<file path="src/rtl/wr_control_if.sv">
// Handshake/status bundle between the read-address stage, the output-write
// sequencer and the top-level controller.
interface wr_control_if #(
  parameter int WIDTH_HEIGHT = 16,
  parameter int ADDR_WIDTH   = 8
);
  logic                               active;
  logic [ADDR_WIDTH-1:0]              base_addr;
  logic [WIDTH_HEIGHT-1:0]            wr_en;
  logic [WIDTH_HEIGHT*ADDR_WIDTH-1:0] wr_addr;
  logic                               busy;
  logic                               done;

  modport master (
    output active, base_addr,
    input  wr_en, wr_addr, busy, done
  );

  modport slave (
    input  active, base_addr,
    output wr_en, wr_addr, busy, done
  );
endinterface

</file>
<file path="src/rtl/wr_control.sv">
// Output-write sequencer: on a rising start request, sweeps a skewed write-enable
// wavefront across the output memory lanes with per-lane incrementing addresses.
module wr_control #(
  parameter int WIDTH_HEIGHT = 16,
  parameter int ADDR_WIDTH   = 8
) (
  input  logic         clk,
  input  logic         reset,
  wr_control_if.slave  bus
);
  localparam int CW = $clog2(2 * WIDTH_HEIGHT);

  typedef enum logic [1:0] {IDLE, FILL, DRAIN, DONE} state_t;

  state_t                  r_state, w_state_next;
  logic                    r_active_q;
  logic [CW-1:0]           r_cnt, w_cnt_next;
  logic [WIDTH_HEIGHT-1:0] r_wr_en, w_wr_en_next;
  logic                    r_busy, w_busy_next;
  logic                    r_done, w_done_next;
  logic                    w_start;
  logic                    w_addr_load;
  logic                    w_addr_clear;
  logic                    w_addr_advance;

  assign w_start = bus.active & ~r_active_q;

  always_ff @(posedge clk) begin
    if (reset) begin
      r_state    <= IDLE;
      r_active_q <= 1'b0;
      r_cnt      <= '0;
      r_wr_en    <= '0;
      r_busy     <= 1'b0;
      r_done     <= 1'b0;
    end else begin
      r_state    <= w_state_next;
      r_active_q <= bus.active;
      r_cnt      <= w_cnt_next;
      r_wr_en    <= w_wr_en_next;
      r_busy     <= w_busy_next;
      r_done     <= w_done_next;
    end
  end

  always_comb begin
    w_state_next   = r_state;
    w_cnt_next     = r_cnt;
    w_wr_en_next   = r_wr_en;
    w_busy_next    = r_busy;
    w_done_next    = r_done;
    w_addr_load    = 1'b0;
    w_addr_clear   = 1'b0;
    w_addr_advance = 1'b0;
    case (r_state)
      IDLE: begin
        // Starts arriving in any other state are simply dropped.
        if (w_start) begin
          w_wr_en_next = WIDTH_HEIGHT'(1);
          w_busy_next  = 1'b1;
          w_cnt_next   = '0;
          w_addr_load  = 1'b1;
          w_state_next = FILL;
        end
      end
      FILL: begin
        w_wr_en_next   = (r_wr_en << 1) | WIDTH_HEIGHT'(1);
        w_cnt_next     = r_cnt + CW'(1);
        w_addr_advance = 1'b1;
        if (r_cnt == CW'(WIDTH_HEIGHT - 2))
          w_state_next = DRAIN;
      end
      DRAIN: begin
        w_wr_en_next   = r_wr_en << 1;
        w_cnt_next     = r_cnt + CW'(1);
        w_addr_advance = 1'b1;
        if (r_cnt == CW'(2 * WIDTH_HEIGHT - 2)) begin
          w_state_next = DONE;
          w_done_next  = 1'b1;
          w_busy_next  = 1'b0;
        end
      end
      DONE: begin
        w_done_next  = 1'b0;
        w_addr_clear = 1'b1;
        w_state_next = IDLE;
      end
      default: w_state_next = IDLE;
    endcase
  end

  // Each lane advances only on edges where its own enable was already high,
  // so the address shown alongside an enable is the one that write uses.
  generate
    for (genvar gi = 0; gi < WIDTH_HEIGHT; gi++) begin : g_lane
      logic [ADDR_WIDTH-1:0] r_addr;

      always_ff @(posedge clk) begin
        if (reset)
          r_addr <= '0;
        else if (w_addr_load)
          r_addr <= bus.base_addr;
        else if (w_addr_clear)
          r_addr <= '0;
        else if (w_addr_advance && r_wr_en[gi])
          r_addr <= r_addr + ADDR_WIDTH'(1);
      end

      assign bus.wr_addr[gi*ADDR_WIDTH +: ADDR_WIDTH] = r_addr;
    end
  endgenerate

  assign bus.wr_en = r_wr_en;
  assign bus.busy  = r_busy;
  assign bus.done  = r_done;
endmodule
</file>
<file path="src/flat_wrapper.sv">
// flat-port wrapper written by rule: the top's interface ports become plain ports
module wr_control_flat 
#(
  parameter int WIDTH_HEIGHT = 16,
  parameter int ADDR_WIDTH   = 8
)
  (clk, reset, bus_active, bus_base_addr, bus_wr_en, bus_wr_addr, bus_busy, bus_done);
  wr_control_if #(.WIDTH_HEIGHT(WIDTH_HEIGHT), .ADDR_WIDTH(ADDR_WIDTH)) bus_i ();
  input  logic clk;
  input  logic reset;
  input wire logic [$bits(bus_i.active)-1:0] bus_active;
  input wire logic [$bits(bus_i.base_addr)-1:0] bus_base_addr;
  output wire logic [$bits(bus_i.wr_en)-1:0] bus_wr_en;
  output wire logic [$bits(bus_i.wr_addr)-1:0] bus_wr_addr;
  output wire logic [$bits(bus_i.busy)-1:0] bus_busy;
  output wire logic [$bits(bus_i.done)-1:0] bus_done;
  assign bus_i.active = bus_active;
  assign bus_i.base_addr = bus_base_addr;
  assign bus_wr_en = bus_i.wr_en;
  assign bus_wr_addr = bus_i.wr_addr;
  assign bus_busy = bus_i.busy;
  assign bus_done = bus_i.done;
  wr_control #(.WIDTH_HEIGHT(WIDTH_HEIGHT), .ADDR_WIDTH(ADDR_WIDTH)) u_core (.clk(clk), .reset(reset), .bus(bus_i));
endmodule
</file>
<file path="config.mk">
export PLATFORM = sky130hd
export DESIGN_NAME = wr_control_flat
export DESIGN_NICKNAME = d
export VERILOG_FILES = /design/src/rtl/wr_control_if.sv /design/src/rtl/wr_control.sv /design/src/flat_wrapper.sv
export SDC_FILE = /design/constraint.sdc
export NUM_CORES = 1
export LEC_CHECK = 0
export CORE_ASPECT_RATIO = 0.5
export CORE_UTILIZATION = 30
export CTS_CLUSTER_SIZE = 10
export DETAILED_ROUTE_END_ITERATION = 10
export GPL_ROUTABILITY_DRIVEN = 0
export HOLD_SLACK_MARGIN = 0.03
export PLACE_DENSITY = 0.52
export SYNTH_ARGS = -nofsm -noshare
export SYNTH_HDL_FRONTEND = slang
export SYNTH_SLANG_ARGS = --single-unit
</file>
<file path="constraint.sdc">
create_clock -name clk -period 1.8 [get_ports clk]
set_input_delay 0.27 -clock clk [delete_from_list [all_inputs] [get_ports clk]]
set_output_delay 0.27 -clock clk [all_outputs]
set_load 0.02 [all_outputs]
</file>
==> metrics <==
run status=finished, violations left; failing checks=negative setup slack; Syn-to-layout area delta=65.2%; CP Capture Type=register; Net Sw Power=7.67 mW; Num CTS Buffers=17; EDFF count, synth=0; Routed WL=37.5 mm; dpl hpwl=23.4 mm; Clock Skews=0.00895 ns; pwr dens=1400 nW/µm²; synthesized cell area=8150 µm²; Tightest Hold Check Type=input port to register; share of layout cells above drive strength 1=31.2%; Leak=5.65 nW; Core Area=26500 µm²; register area=3090 µm²; Residual DRC=0; Clock Latency Late Sink=0.45 ns; startpoint types=register; die area=27900 µm²; IO Count=157; drt pass-1 iters=5; commonest register cell after synthesis=dfxtp_1; Tmin final=1.89 ns; final setup TNS=-1.80 ns; vias=9886; initial antenna violation count=0; Final Power=18.9 mW; VDD IR max=0.750 mV; row count=42; critical path arrival=2.27 ns; clock-pin slew on the worst setup and hold paths=0.07 ns; internal power=11.2 mW; #FFs+latches synth=154; r2r setup slk=-0.09 ns; sequential power share=24.6%; most frequent cells in the layout=151 x dfxtp_1, 112 x buf_4, 96 x a21oi_1; unrepaired setup endpoints after global routing=yes; Sw Ratio=40.6%; final-layout fill cell count=2476; Layout Cells excl Fill=1735; Tcrit/Tclk final=105%; Mapped Nets=1108; setup ws final=-0.0882 ns; Hold Buf Count CTS=0; Max Freq=530 MHz; placed insts=1654; ANT cells=0; Total Routing Usage GR=25.6%; Max-slew headroom=64.5%; critical path class=register to register; dpl ws=-0.302 ns; htree depth=4; Final Hold Viols=0; Critical Path Fanout Max=11; Layout Nets=1404; post-synthesis sequential area ratio=37.8%; Cells after Synth=1074; area of the multi-input gates=5480 µm²; grt ovf=0; Routed Antenna Nets=0; library cells used by synthesis=56; Async SR Flop Fraction=0%; root buf cell=clkbuf_16; final setup violation count=49; CTS tree=done; Mean Syn Cell Area=7.59 µm²; Comb pwr share=53.4%; Slew Limit Fails=0; Die H=119 µm; Initial Utilization=30.7%; DRT iter0 DRCs=1058; vias in the first global route=9333; Die W=235 µm; vias per cell=5.70; I/O Buffers=156; Maximum Capacitance Violations=0; Ys Warns=0; commonest non-fill, non-tap cell in the layout=dfxtp_1; Slew @ Worst Pin=0.532 ns; deepest clock path buffer count=2; first-pass GRT wire length=55.2 mm; total clock sinks=154; DR WL/cell=21.6 µm; Clk network pwr share=22.0%; largest net degree at the start of global routing=60; WP data required=2.19 ns
## area by class of cell
cell class,instances,share of cell area (%)
Multi-Input combinational cell,810,40.7
Timing Repair Buffer,346,27.0
Sequential cell,154,22.9
Clock buffer,21,3.49
Tap cell,352,3.27
Clock inverter,11,1.42
Inverter,41,1.18
## cells by family (layout without fill, tap and decap cells)
logic type                 after synthesis  count (layout)  synth area share [%]
DFF                                    154             154                  37.8
buffers and inverters                  110             419                  6.17
and+or+nand+nor                        442             442                  28.0
xor gates and xnor gates                 3               3                 0.322
AOI/OAI and AO/OA                      341             341                  24.0
muxes                                    1               1                 0.123
adders and majority gates               23              23                  3.53
## final timing paths
path	startpoint	to	cells past startpoint
hold / removal	reset	u_core.bus.wr_en[7]$_SDFFE_PP0P_	2
hold reg to reg	u_core.r_cnt[0]$_SDFFE_PP0P_	u_core.r_cnt[0]$_SDFFE_PP0P_	2
setup reg to reg	u_core.r_state[1]$_SDFFE_PP0P_	u_core.bus.wr_en[15]$_SDFFE_PP0P_	8
setup / recovery	u_core.r_state[1]$_SDFFE_PP0P_	u_core.bus.wr_en[15]$_SDFFE_PP0P_	8
## through the flow
stage	instance area, µm²	hold slack (ns)	utilization [%]
detailed placement	11000	0.484	41.6
CTS	12600	0.282	47.6
global placement	11000	0.480	41.6
global route	13500	0.313	50.7
finish	13500	0.306	50.7
floorplan	8170	0.462	-
## critical path, stage by stage, from the launching register on
cell	delay, ns
dfxtp_2	0.35
inv_4	0.05
ha_4	0.33
buf_12	0.16
nor2b_4	0.19
nor2_4	0.08
buf_12	0.15
or3_1	0.36
a21oi_2	0.14
## synth_stat cells, drive strengths merged, types with 5 or more instances
library cell	n	area, µm²
nor4	13	87.6
nand3	70	350
and2	9	56.3
nand2b	6	37.5
a221oi	12	118
dfxtp	154	3080
nor3	82	410
nand3b	14	105
nand2	101	379
nor2	49	194
o21ai	103	523
or3	33	206
and3	5	31.3
inv	41	154
or2	9	56.3
and4	10	87.6
buf	27	189
ha	23	288
nand4b	6	52.6
a21oi	160	801
nand4	28	175
clkbuf	42	160
a211oi	37	278
## power groups by stage
stage                     clock (mW)  combinational, mW  sequential [mW]
after floorplan                    0               3.10             5.02
after global placement             0               6.92             4.63
after detailed placement           0               6.99             4.64
after CTS                       4.19               9.28             4.59
after global routing            4.34               10.6             4.70
final                           4.15               10.1             4.64
## sequential cells by signal (all words and copies together), names as in the netlist
register,count
u_core.g_lane.r_addr,128
u_core.bus.wr_en,16
u_core.r_cnt,5
u_core.r_state,2
u_core.bus.busy,1
u_core.bus.done,1
u_core.r_active_q,1
## metal layers
| metal | vias up | wire length (µm) | GRT usage (%) |
|---|---|---|---|
| li1 | 4559 | - | - |
| met1 | 4861 | 17000 | 35.3 |
| met2 | 411 | 17100 | 39.8 |
| met3 | 55 | 2750 | 4.74 |
| met4 | 0 | 619 | 8.68 |
| met5 | - | 0 | 0 |
## timing repair
action / in CTS / in global routing
buffers inserted: 23 / 19
setup endpoints to repair: 205 / 169
gates cloned: 12 / 5
resized for setup: 202 / 220
pin swaps: 67 / 70
No activity file was read; power rests on OpenSTA's default activity.
